[src/rtl/latch_wr_arbiter_if.sv]
// ---------------------------------------------------------------------------
// latch_wr_arbiter_if
//   Bundles the requester-side write/clear handshake and the latch-bank drive
//   signals of latch_wr_arbiter.
//
//   Requester side : req, addr, data, clr_req   -> arbiter
//                    gnt, ack, clr_ack, busy    <- arbiter
//   Latch-bank side: lat_en, lat_d, lat_rstn    <- arbiter
//
//   Modports:
//     master - requester/bank environment (drives requests, observes outputs)
//     slave  - the arbiter itself
// ---------------------------------------------------------------------------
interface latch_wr_arbiter_if #(
  parameter int NREQ  = 4,
  parameter int DEPTH = 8,
  parameter int W     = 8
);
  localparam int AW = $clog2(DEPTH);

  logic [NREQ-1:0]    req;
  logic [NREQ*AW-1:0] addr;
  logic [NREQ*W-1:0]  data;
  logic               clr_req;
  logic [NREQ-1:0]    gnt;
  logic [NREQ-1:0]    ack;
  logic               clr_ack;
  logic               busy;
  logic [DEPTH-1:0]   lat_en;
  logic [W-1:0]       lat_d;
  logic               lat_rstn;

  modport master (
    output req, addr, data, clr_req,
    input  gnt, ack, clr_ack, busy, lat_en, lat_d, lat_rstn
  );

  modport slave (
    input  req, addr, data, clr_req,
    output gnt, ack, clr_ack, busy, lat_en, lat_d, lat_rstn
  );
endinterface

[src/rtl/latch_wr_arbiter.sv]
// ---------------------------------------------------------------------------
// latch_wr_arbiter
//   Shares one bank of DEPTH x W level-sensitive latches among NREQ
//   requesters. A winning write is driven as: data setup (1 cycle), one-hot
//   word enable (EN_CYC cycles), data hold (1 cycle, with ack). A bank clear
//   pulses lat_rstn low for one cycle with clr_ack. Clear beats any write.
//   All latch-facing outputs come straight from flops, so they are glitch-free.
//
//   Ports:
//     clk   - rising-edge clock
//     rstn  - synchronous, active-low reset
//     bus   - latch_wr_arbiter_if.slave (req/addr/data/clr_req in;
//             gnt/ack/clr_ack/busy/lat_en/lat_d/lat_rstn out)
//
//   Build option:
//     LATCH_WR_ARB_FIXED_PRIO_EN - when defined, lowest asserted req index
//     wins and the round-robin pointer is removed; otherwise round-robin.
//     Timing is identical in both builds.
// ---------------------------------------------------------------------------
module latch_wr_arbiter #(
  parameter int NREQ   = 4,
  parameter int DEPTH  = 8,
  parameter int W      = 8,
  parameter int EN_CYC = 2
) (
  input  logic                clk,
  input  logic                rstn,
  latch_wr_arbiter_if.slave   bus
);
  localparam int AW = $clog2(DEPTH);
  localparam int IW = $clog2(NREQ);
  localparam int CW = $clog2(EN_CYC + 1);

  typedef enum logic [2:0] {
    S_IDLE,
    S_SETUP,
    S_ENABLE,
    S_HOLD,
    S_CLEAR
  } state_e;

  state_e            state_q, state_d;
  logic [AW-1:0]     lat_addr_q, lat_addr_d;
  logic [CW-1:0]     cnt_q, cnt_d;
  logic [NREQ-1:0]   gnt_q, gnt_d;
  logic [NREQ-1:0]   ack_q, ack_d;
  logic              clr_ack_q, clr_ack_d;
  logic              busy_q, busy_d;
  logic [DEPTH-1:0]  lat_en_q, lat_en_d;
  logic [W-1:0]      lat_d_q, lat_d_d;
  logic              lat_rstn_q, lat_rstn_d;

`ifndef LATCH_WR_ARB_FIXED_PRIO_EN
  logic [IW-1:0]     ptr_q, ptr_d;
  logic [IW-1:0]     win_q, win_d;
`endif

  // -------------------------------------------------------------------------
  // Winner selection (only consumed in IDLE)
  // -------------------------------------------------------------------------
  logic          found;
  logic [IW-1:0] pick;

`ifdef LATCH_WR_ARB_FIXED_PRIO_EN
  always_comb begin
    found = 1'b0;
    pick  = '0;
    for (int i = 0; i < NREQ; i++) begin
      if (!found && bus.req[i]) begin
        found = 1'b1;
        pick  = IW'(i);
      end
    end
  end
`else
  // Scan from the pointer upward, wrapping at NREQ (NREQ need not be 2^n).
  int            idx;
  logic [IW-1:0] sel;

  always_comb begin
    found = 1'b0;
    pick  = '0;
    idx   = 0;
    sel   = '0;
    for (int i = 0; i < NREQ; i++) begin
      idx = int'(ptr_q) + i;
      if (idx >= NREQ) idx = idx - NREQ;
      sel = IW'(idx);
      if (!found && bus.req[sel]) begin
        found = 1'b1;
        pick  = sel;
      end
    end
  end
`endif

  // -------------------------------------------------------------------------
  // Next-state / next-output logic
  // -------------------------------------------------------------------------
  always_comb begin
    // NOTE: every variable gets a default before the case so no path leaves
    // it unassigned, which would otherwise infer a latch.
    state_d    = state_q;
    lat_addr_d = lat_addr_q;
    cnt_d      = cnt_q;
    gnt_d      = gnt_q;
    ack_d      = '0;
    clr_ack_d  = 1'b0;
    busy_d     = busy_q;
    lat_en_d   = lat_en_q;
    lat_d_d    = lat_d_q;
    lat_rstn_d = 1'b1;
`ifndef LATCH_WR_ARB_FIXED_PRIO_EN
    ptr_d      = ptr_q;
    win_d      = win_q;
`endif

    unique case (state_q)
      S_IDLE: begin
        if (bus.clr_req) begin
          state_d    = S_CLEAR;
          lat_rstn_d = 1'b0;
          clr_ack_d  = 1'b1;
          busy_d     = 1'b1;
        end else if (found) begin
          state_d    = S_SETUP;
          gnt_d      = NREQ'(1) << pick;
          lat_addr_d = bus.addr[int'(pick)*AW +: AW];
          lat_d_d    = bus.data[int'(pick)*W +: W];
          busy_d     = 1'b1;
`ifndef LATCH_WR_ARB_FIXED_PRIO_EN
          win_d      = pick;
`endif
        end
      end

      // lat_d has been stable for one full cycle before the enable rises.
      S_SETUP: begin
        state_d  = S_ENABLE;
        lat_en_d = DEPTH'(1) << lat_addr_q;
        cnt_d    = CW'(EN_CYC - 1);
      end

      S_ENABLE: begin
        if (cnt_q == '0) begin
          state_d  = S_HOLD;
          lat_en_d = '0;
          ack_d    = gnt_q;
        end else begin
          cnt_d = cnt_q - CW'(1);
        end
      end

      // lat_d is left untouched here so it is held past the enable fall.
      S_HOLD: begin
        state_d = S_IDLE;
        gnt_d   = '0;
        busy_d  = 1'b0;
`ifndef LATCH_WR_ARB_FIXED_PRIO_EN
        ptr_d   = (win_q == IW'(NREQ - 1)) ? '0 : win_q + IW'(1);
`endif
      end

      S_CLEAR: begin
        state_d = S_IDLE;
        busy_d  = 1'b0;
      end

      default: begin
        state_d = S_IDLE;
      end
    endcase
  end

  // -------------------------------------------------------------------------
  // State and registered outputs
  // -------------------------------------------------------------------------
  always_ff @(posedge clk) begin
    // NOTE: non-blocking assignments so every flop samples pre-edge values,
    // independent of statement order.
    if (!rstn) begin
      state_q    <= S_IDLE;
      lat_addr_q <= '0;
      cnt_q      <= '0;
      gnt_q      <= '0;
      ack_q      <= '0;
      clr_ack_q  <= 1'b0;
      busy_q     <= 1'b0;
      lat_en_q   <= '0;
      lat_d_q    <= '0;
      lat_rstn_q <= 1'b1;
`ifndef LATCH_WR_ARB_FIXED_PRIO_EN
      ptr_q      <= '0;
      win_q      <= '0;
`endif
    end else begin
      state_q    <= state_d;
      lat_addr_q <= lat_addr_d;
      cnt_q      <= cnt_d;
      gnt_q      <= gnt_d;
      ack_q      <= ack_d;
      clr_ack_q  <= clr_ack_d;
      busy_q     <= busy_d;
      lat_en_q   <= lat_en_d;
      lat_d_q    <= lat_d_d;
      lat_rstn_q <= lat_rstn_d;
`ifndef LATCH_WR_ARB_FIXED_PRIO_EN
      ptr_q      <= ptr_d;
      win_q      <= win_d;
`endif
    end
  end

  assign bus.gnt      = gnt_q;
  assign bus.ack      = ack_q;
  assign bus.clr_ack  = clr_ack_q;
  assign bus.busy     = busy_q;
  assign bus.lat_en   = lat_en_q;
  assign bus.lat_d    = lat_d_q;
  assign bus.lat_rstn = lat_rstn_q;

endmodule

[src/flat_wrapper.sv]
// flat-port wrapper written by rule: the top's interface ports become plain ports
module latch_wr_arbiter_flat 
#(
  parameter int NREQ   = 4,
  parameter int DEPTH  = 8,
  parameter int W      = 8,
  parameter int EN_CYC = 2
)
  (clk, rstn, bus_req, bus_addr, bus_data, bus_clr_req, bus_gnt, bus_ack, bus_clr_ack, bus_busy, bus_lat_en, bus_lat_d, bus_lat_rstn);
  latch_wr_arbiter_if #(.NREQ(NREQ), .DEPTH(DEPTH), .W(W)) bus_i ();
  input  logic clk;
  input  logic rstn;
  input wire logic [$bits(bus_i.req)-1:0] bus_req;
  input wire logic [$bits(bus_i.addr)-1:0] bus_addr;
  input wire logic [$bits(bus_i.data)-1:0] bus_data;
  input wire logic [$bits(bus_i.clr_req)-1:0] bus_clr_req;
  output wire logic [$bits(bus_i.gnt)-1:0] bus_gnt;
  output wire logic [$bits(bus_i.ack)-1:0] bus_ack;
  output wire logic [$bits(bus_i.clr_ack)-1:0] bus_clr_ack;
  output wire logic [$bits(bus_i.busy)-1:0] bus_busy;
  output wire logic [$bits(bus_i.lat_en)-1:0] bus_lat_en;
  output wire logic [$bits(bus_i.lat_d)-1:0] bus_lat_d;
  output wire logic [$bits(bus_i.lat_rstn)-1:0] bus_lat_rstn;
  assign bus_i.req = bus_req;
  assign bus_i.addr = bus_addr;
  assign bus_i.data = bus_data;
  assign bus_i.clr_req = bus_clr_req;
  assign bus_gnt = bus_i.gnt;
  assign bus_ack = bus_i.ack;
  assign bus_clr_ack = bus_i.clr_ack;
  assign bus_busy = bus_i.busy;
  assign bus_lat_en = bus_i.lat_en;
  assign bus_lat_d = bus_i.lat_d;
  assign bus_lat_rstn = bus_i.lat_rstn;
  latch_wr_arbiter #(.NREQ(NREQ), .DEPTH(DEPTH), .W(W), .EN_CYC(EN_CYC)) u_core (.clk(clk), .rstn(rstn), .bus(bus_i));
endmodule
[config.mk]
export PLATFORM = sky130hd
export DESIGN_NAME = latch_wr_arbiter_flat
export DESIGN_NICKNAME = d
export VERILOG_FILES = /design/src/rtl/latch_wr_arbiter_if.sv /design/src/rtl/latch_wr_arbiter.sv /design/src/flat_wrapper.sv
export SDC_FILE = /design/constraint.sdc
export NUM_CORES = 1
export LEC_CHECK = 0
export CORE_UTILIZATION = 44
export DETAILED_ROUTE_END_ITERATION = 8
export PLACE_DENSITY = 0.8
export SETUP_SLACK_MARGIN = 0.4
export SYNTH_ARGS = -nofsm -noshare
export SYNTH_HDL_FRONTEND = slang
export SYNTH_SLANG_ARGS = --single-unit
[constraint.sdc]
create_clock -name clk -period 2.5 [get_ports clk]
set_input_delay 0.75 -clock clk [delete_from_list [all_inputs] [get_ports clk]]
set_output_delay 0.75 -clock clk [all_outputs]
set_load 0.02 [all_outputs]
==> results.md <==
* Initial DRC count at 200
* Post CTS Setup Buffer Count at 0
* First-pass GRT wire length at 9120 µm
* CTS clk-pin slew, worst paths at 0.07 ns
* FFs w/ async S/R, synth at 0
* Crit end category: output pin
* Non-Filler Instances at 373
* RSZ-0062 raised after global routing: false
* Clock Sinks at 39
* Via/cell ratio at 5.73
* Sw frac at 0.302
* Delay-heaviest family, CP: buffers and inverters
* Vias in the first global route at about 2,000
* Highest Clock Rate at 491 MHz
* Logic pwr share at 0.294
* Relative slew slack at 0.672
* Core area at between 0.004 and 0.005 mm²
* N_diodes at 0
* Tot Pwr at 1.69 mW
* Clock root buffer: clkbuf_8
* Number of fillers in the final layout at around 360
* Initial antenna violation count at 0
* Outcome: finished, violations left
* Hold Violations, Final at 0
* IO Port Bufs at just under 80
* Drt pass-1 iters at 7
* Pwr per Cell Area at 547 mW/mm²
* Die area at 0.00500 mm²
* Top cell type's share of synthesized area at 0.376
* Placed wire-length estimate at 3980 µm
* Setup Skew at 0.00441 ns
* IO Pins at 78
* Reg2Reg Setup Slack at 0.72 ns
* WS Path Type: register to output pin
* Placed Area at a little under 0.003 mm²
* WL per Instance at 14.9 µm
* Hold_buf cts at 0
* Die height at 70.7 µm
* Largest net degree at the start of global routing at 29
* Post-synth EDFFs at 0
* CTS HTree Levels at 2
* Leakage power at around 1.2 nW
* Max Root-Sink Buffers at 2
* Setup violators final at 0
* Global route total overflow at 0
* Worst path bufs/invs at 1
* Part of the power in the clock network at 0.277
* Final period util at 0.815
* Drt drc at 6
* WL final at around 5600 µm
* Syn Inst Count at 241
* P_int at 1.18 mW
* Placed Cells at approximately 370
* Critical-path cell list: clkdlybuf4s50_1
* Mean post-synth cell area at 8.61 µm²
* Rows at 24
* Worst Path Max Fanout at 3
* Worst slack at placement at -0.0653 ns
* Synthesized flop and latch total at 39
* Setup WS post-layout at 0.464 ns
* Netlist cell types at 40
* Worst path required time at between 1.5 and 2 ns
* Worst-Skew Late Latency at 0.29 ns
* Max-slew violations at 0
* Overall Global Routing Usage at 0.231
* Die width at 70.7 µm
* Worst min path class: register to register
* Post-Layout Inst Area at 0.00309 mm²
* CTS tree: yes
* Layout area overhead at 48.7%
* Initial core utilization at 0.467
* Final core occ at 0.695
* Top cells by area, synth: dfxtp_1 38%, mux2i_1 5.8%, o21ai_0 4.3%
* RR Endpoint: u_core.bus.lat_d[7]$_SDFFE_PN0P_
* WHS Endpoint: u_core.bus.lat_en[1]$_SDFFE_PN0P_
* VDD IR max at 0.000308 V
* Max cap viols at 0
* Cell with the most instances after synthesis: dfxtp_1
* Flop pwr share at 0.430
* Top cells by instance count after synthesis: 39 x dfxtp_1, 18 x o21ai_0, 16 x a21oi_1, 15 x nand2_1
* Reg2reg path depth at 5
* Antenna viol nets, final at 0
* Violated checks: design-rule violations
* Synthesized Nets at 294
* Vias at 2,137
* CP max stage cell: clkdlybuf4s50_1
* Worst path max stage delay at 0.63 ns
* Worst-margin pin slew at roughly 0.49 ns
* Seq/Total Area, Yosys at 0.376
* Nets@finish at approximately 370
* Syn Std Cell Area at around 0.0021 mm²
* Share of cells above drive strength 1 at 0.121
* Synth area leader: dfxtp_1
* Final Wtd Congestion at 0.815
* Hold depth at 2
* Startpoint Class: register
* HP Start: u_core.bus.lat_en[1]$_SDFFE_PN0P_
* Synth warn at 0
* Setup TNS at 0 ns
* Worst Path Arrival at 1.29 ns
* Most common flop cell mapped by yosys: dfxtp_1
* Net Switching at 509 µW
* Crit path time final at 2.04 ns
* RR Startpoint: u_core.state_q[0]$_SDFFE_PN0P_
* Hold_ws at 0.467 ns
* Num CTS Buffers at 5
## area by class of cell
class | count | area [µm²] | area share
multi-input cells | 172 | 1170 | 0.379
repair buffers | 95 | 943 | 0.306
flip-flops and latches | 39 | 781 | 0.253
clock buffers | 8 | 100 | 0.0324
well taps | 52 | 65.1 | 0.0211
inverters | 7 | 26.3 | 0.00851
## worst reg2reg max path, delay by kind of cell, from the launching register on
family / cells / cell delay (ns)
AO/OA/AOI/OAI: 2 / 0.32
flip-flops: 1 / 0.41
AND/OR/NAND/NOR: 2 / 0.77
buffers and inverters: 1 / 0.17
## power by group through the flow
| stage | clock (mW) | sequential, mW | combinational [mW] |
|---|---|---|---|
| floorplan | 0 | 0.749 | 0.251 |
| global placement | 0 | 0.736 | 0.470 |
| detailed placement | 0 | 0.735 | 0.479 |
| CTS | 0.469 | 0.723 | 0.487 |
| global route | 0.488 | 0.734 | 0.539 |
| finish | 0.467 | 0.725 | 0.496 |
## layout by cell type, fill, tap and decap left out, types with 4 or more instances in the layout
cell | netlist | layout
mux2i_1 | 12 | 12
a21oi_1 | 16 | 16
clkdlybuf4s50_1 | 0 | 72
dlygate4sd2_1 | 0 | 4
nand2_1 | 15 | 15
nor2b_1 | 10 | 10
clkbuf_8 | 0 | 7
nor2_1 | 13 | 13
a221oi_1 | 7 | 4
nand2b_1 | 5 | 5
o22ai_1 | 13 | 13
nor3_1 | 6 | 6
o211ai_1 | 10 | 10
buf_4 | 1 | 13
inv_1 | 7 | 7
nand3_1 | 6 | 6
o21ai_0 | 18 | 18
and2_1 | 5 | 5
dfxtp_1 | 39 | 39
a21boi_0 | 9 | 9
a221oi_2 | 4 | 7
## flip-flops by register name, summed over array words and instances (netlist names), 2 cells and up
signal and count:
u_core.lat_addr_q 3, u_core.win_q 2, u_core.bus.ack 4, u_core.bus.gnt 4, u_core.cnt_q 2, u_core.bus.lat_en 8, u_core.state_q 3, u_core.bus.lat_d 8
u_core.ptr_q 2
## metal layers
metal  vias to the layer above  GRT usage  wire length, µm
met5                         -          0                0
met2                        92      0.400             2680
met3                        12     0.0541              376
met4                         0     0.0778              112
met1                       986      0.283             2380
li1                       1047          -                -
## cells by family after synthesis
kind of cell,after synthesis,share of synthesized area
AND/OR/NAND/NOR,72,0.196
flip-flops,39,0.376
multiplexers,12,0.0579
AO/OA/AOI/OAI,86,0.285
adder cells (fa/ha/maj),2,0.0121
buffers and inverters,30,0.0729
## timing repair
item,in CTS,in global routing
cloned,0,0
hold endpoints to repair,0,0
endpoints found under the setup margin,13,8
resized for setup,8,6
## how the worst max path moves through the flow
stage	from	to	slack, ns	depth (start not counted)
final	u_core.bus.lat_d[7]$_SDFFE_PN0P_	bus_lat_d[7]	0.46	1
after global routing	bus_req[1]	u_core.lat_addr_q[0]$_SDFFE_PN0P_	0.42	8
after CTS	bus_clr_req	u_core.bus.lat_d[0]$_SDFFE_PN0P_	0.42	5
after detailed placement	bus_req[2]	u_core.lat_addr_q[0]$_SDFFE_PN0P_	-0.07	6
after global placement	bus_req[0]	u_core.lat_addr_q[0]$_SDFFE_PN0P_	-0.01	6
after floorplan	bus_req[2]	u_core.lat_addr_q[2]$_SDFFE_PN0P_	0.40	7
No activity file was read; power rests on OpenSTA's default activity.
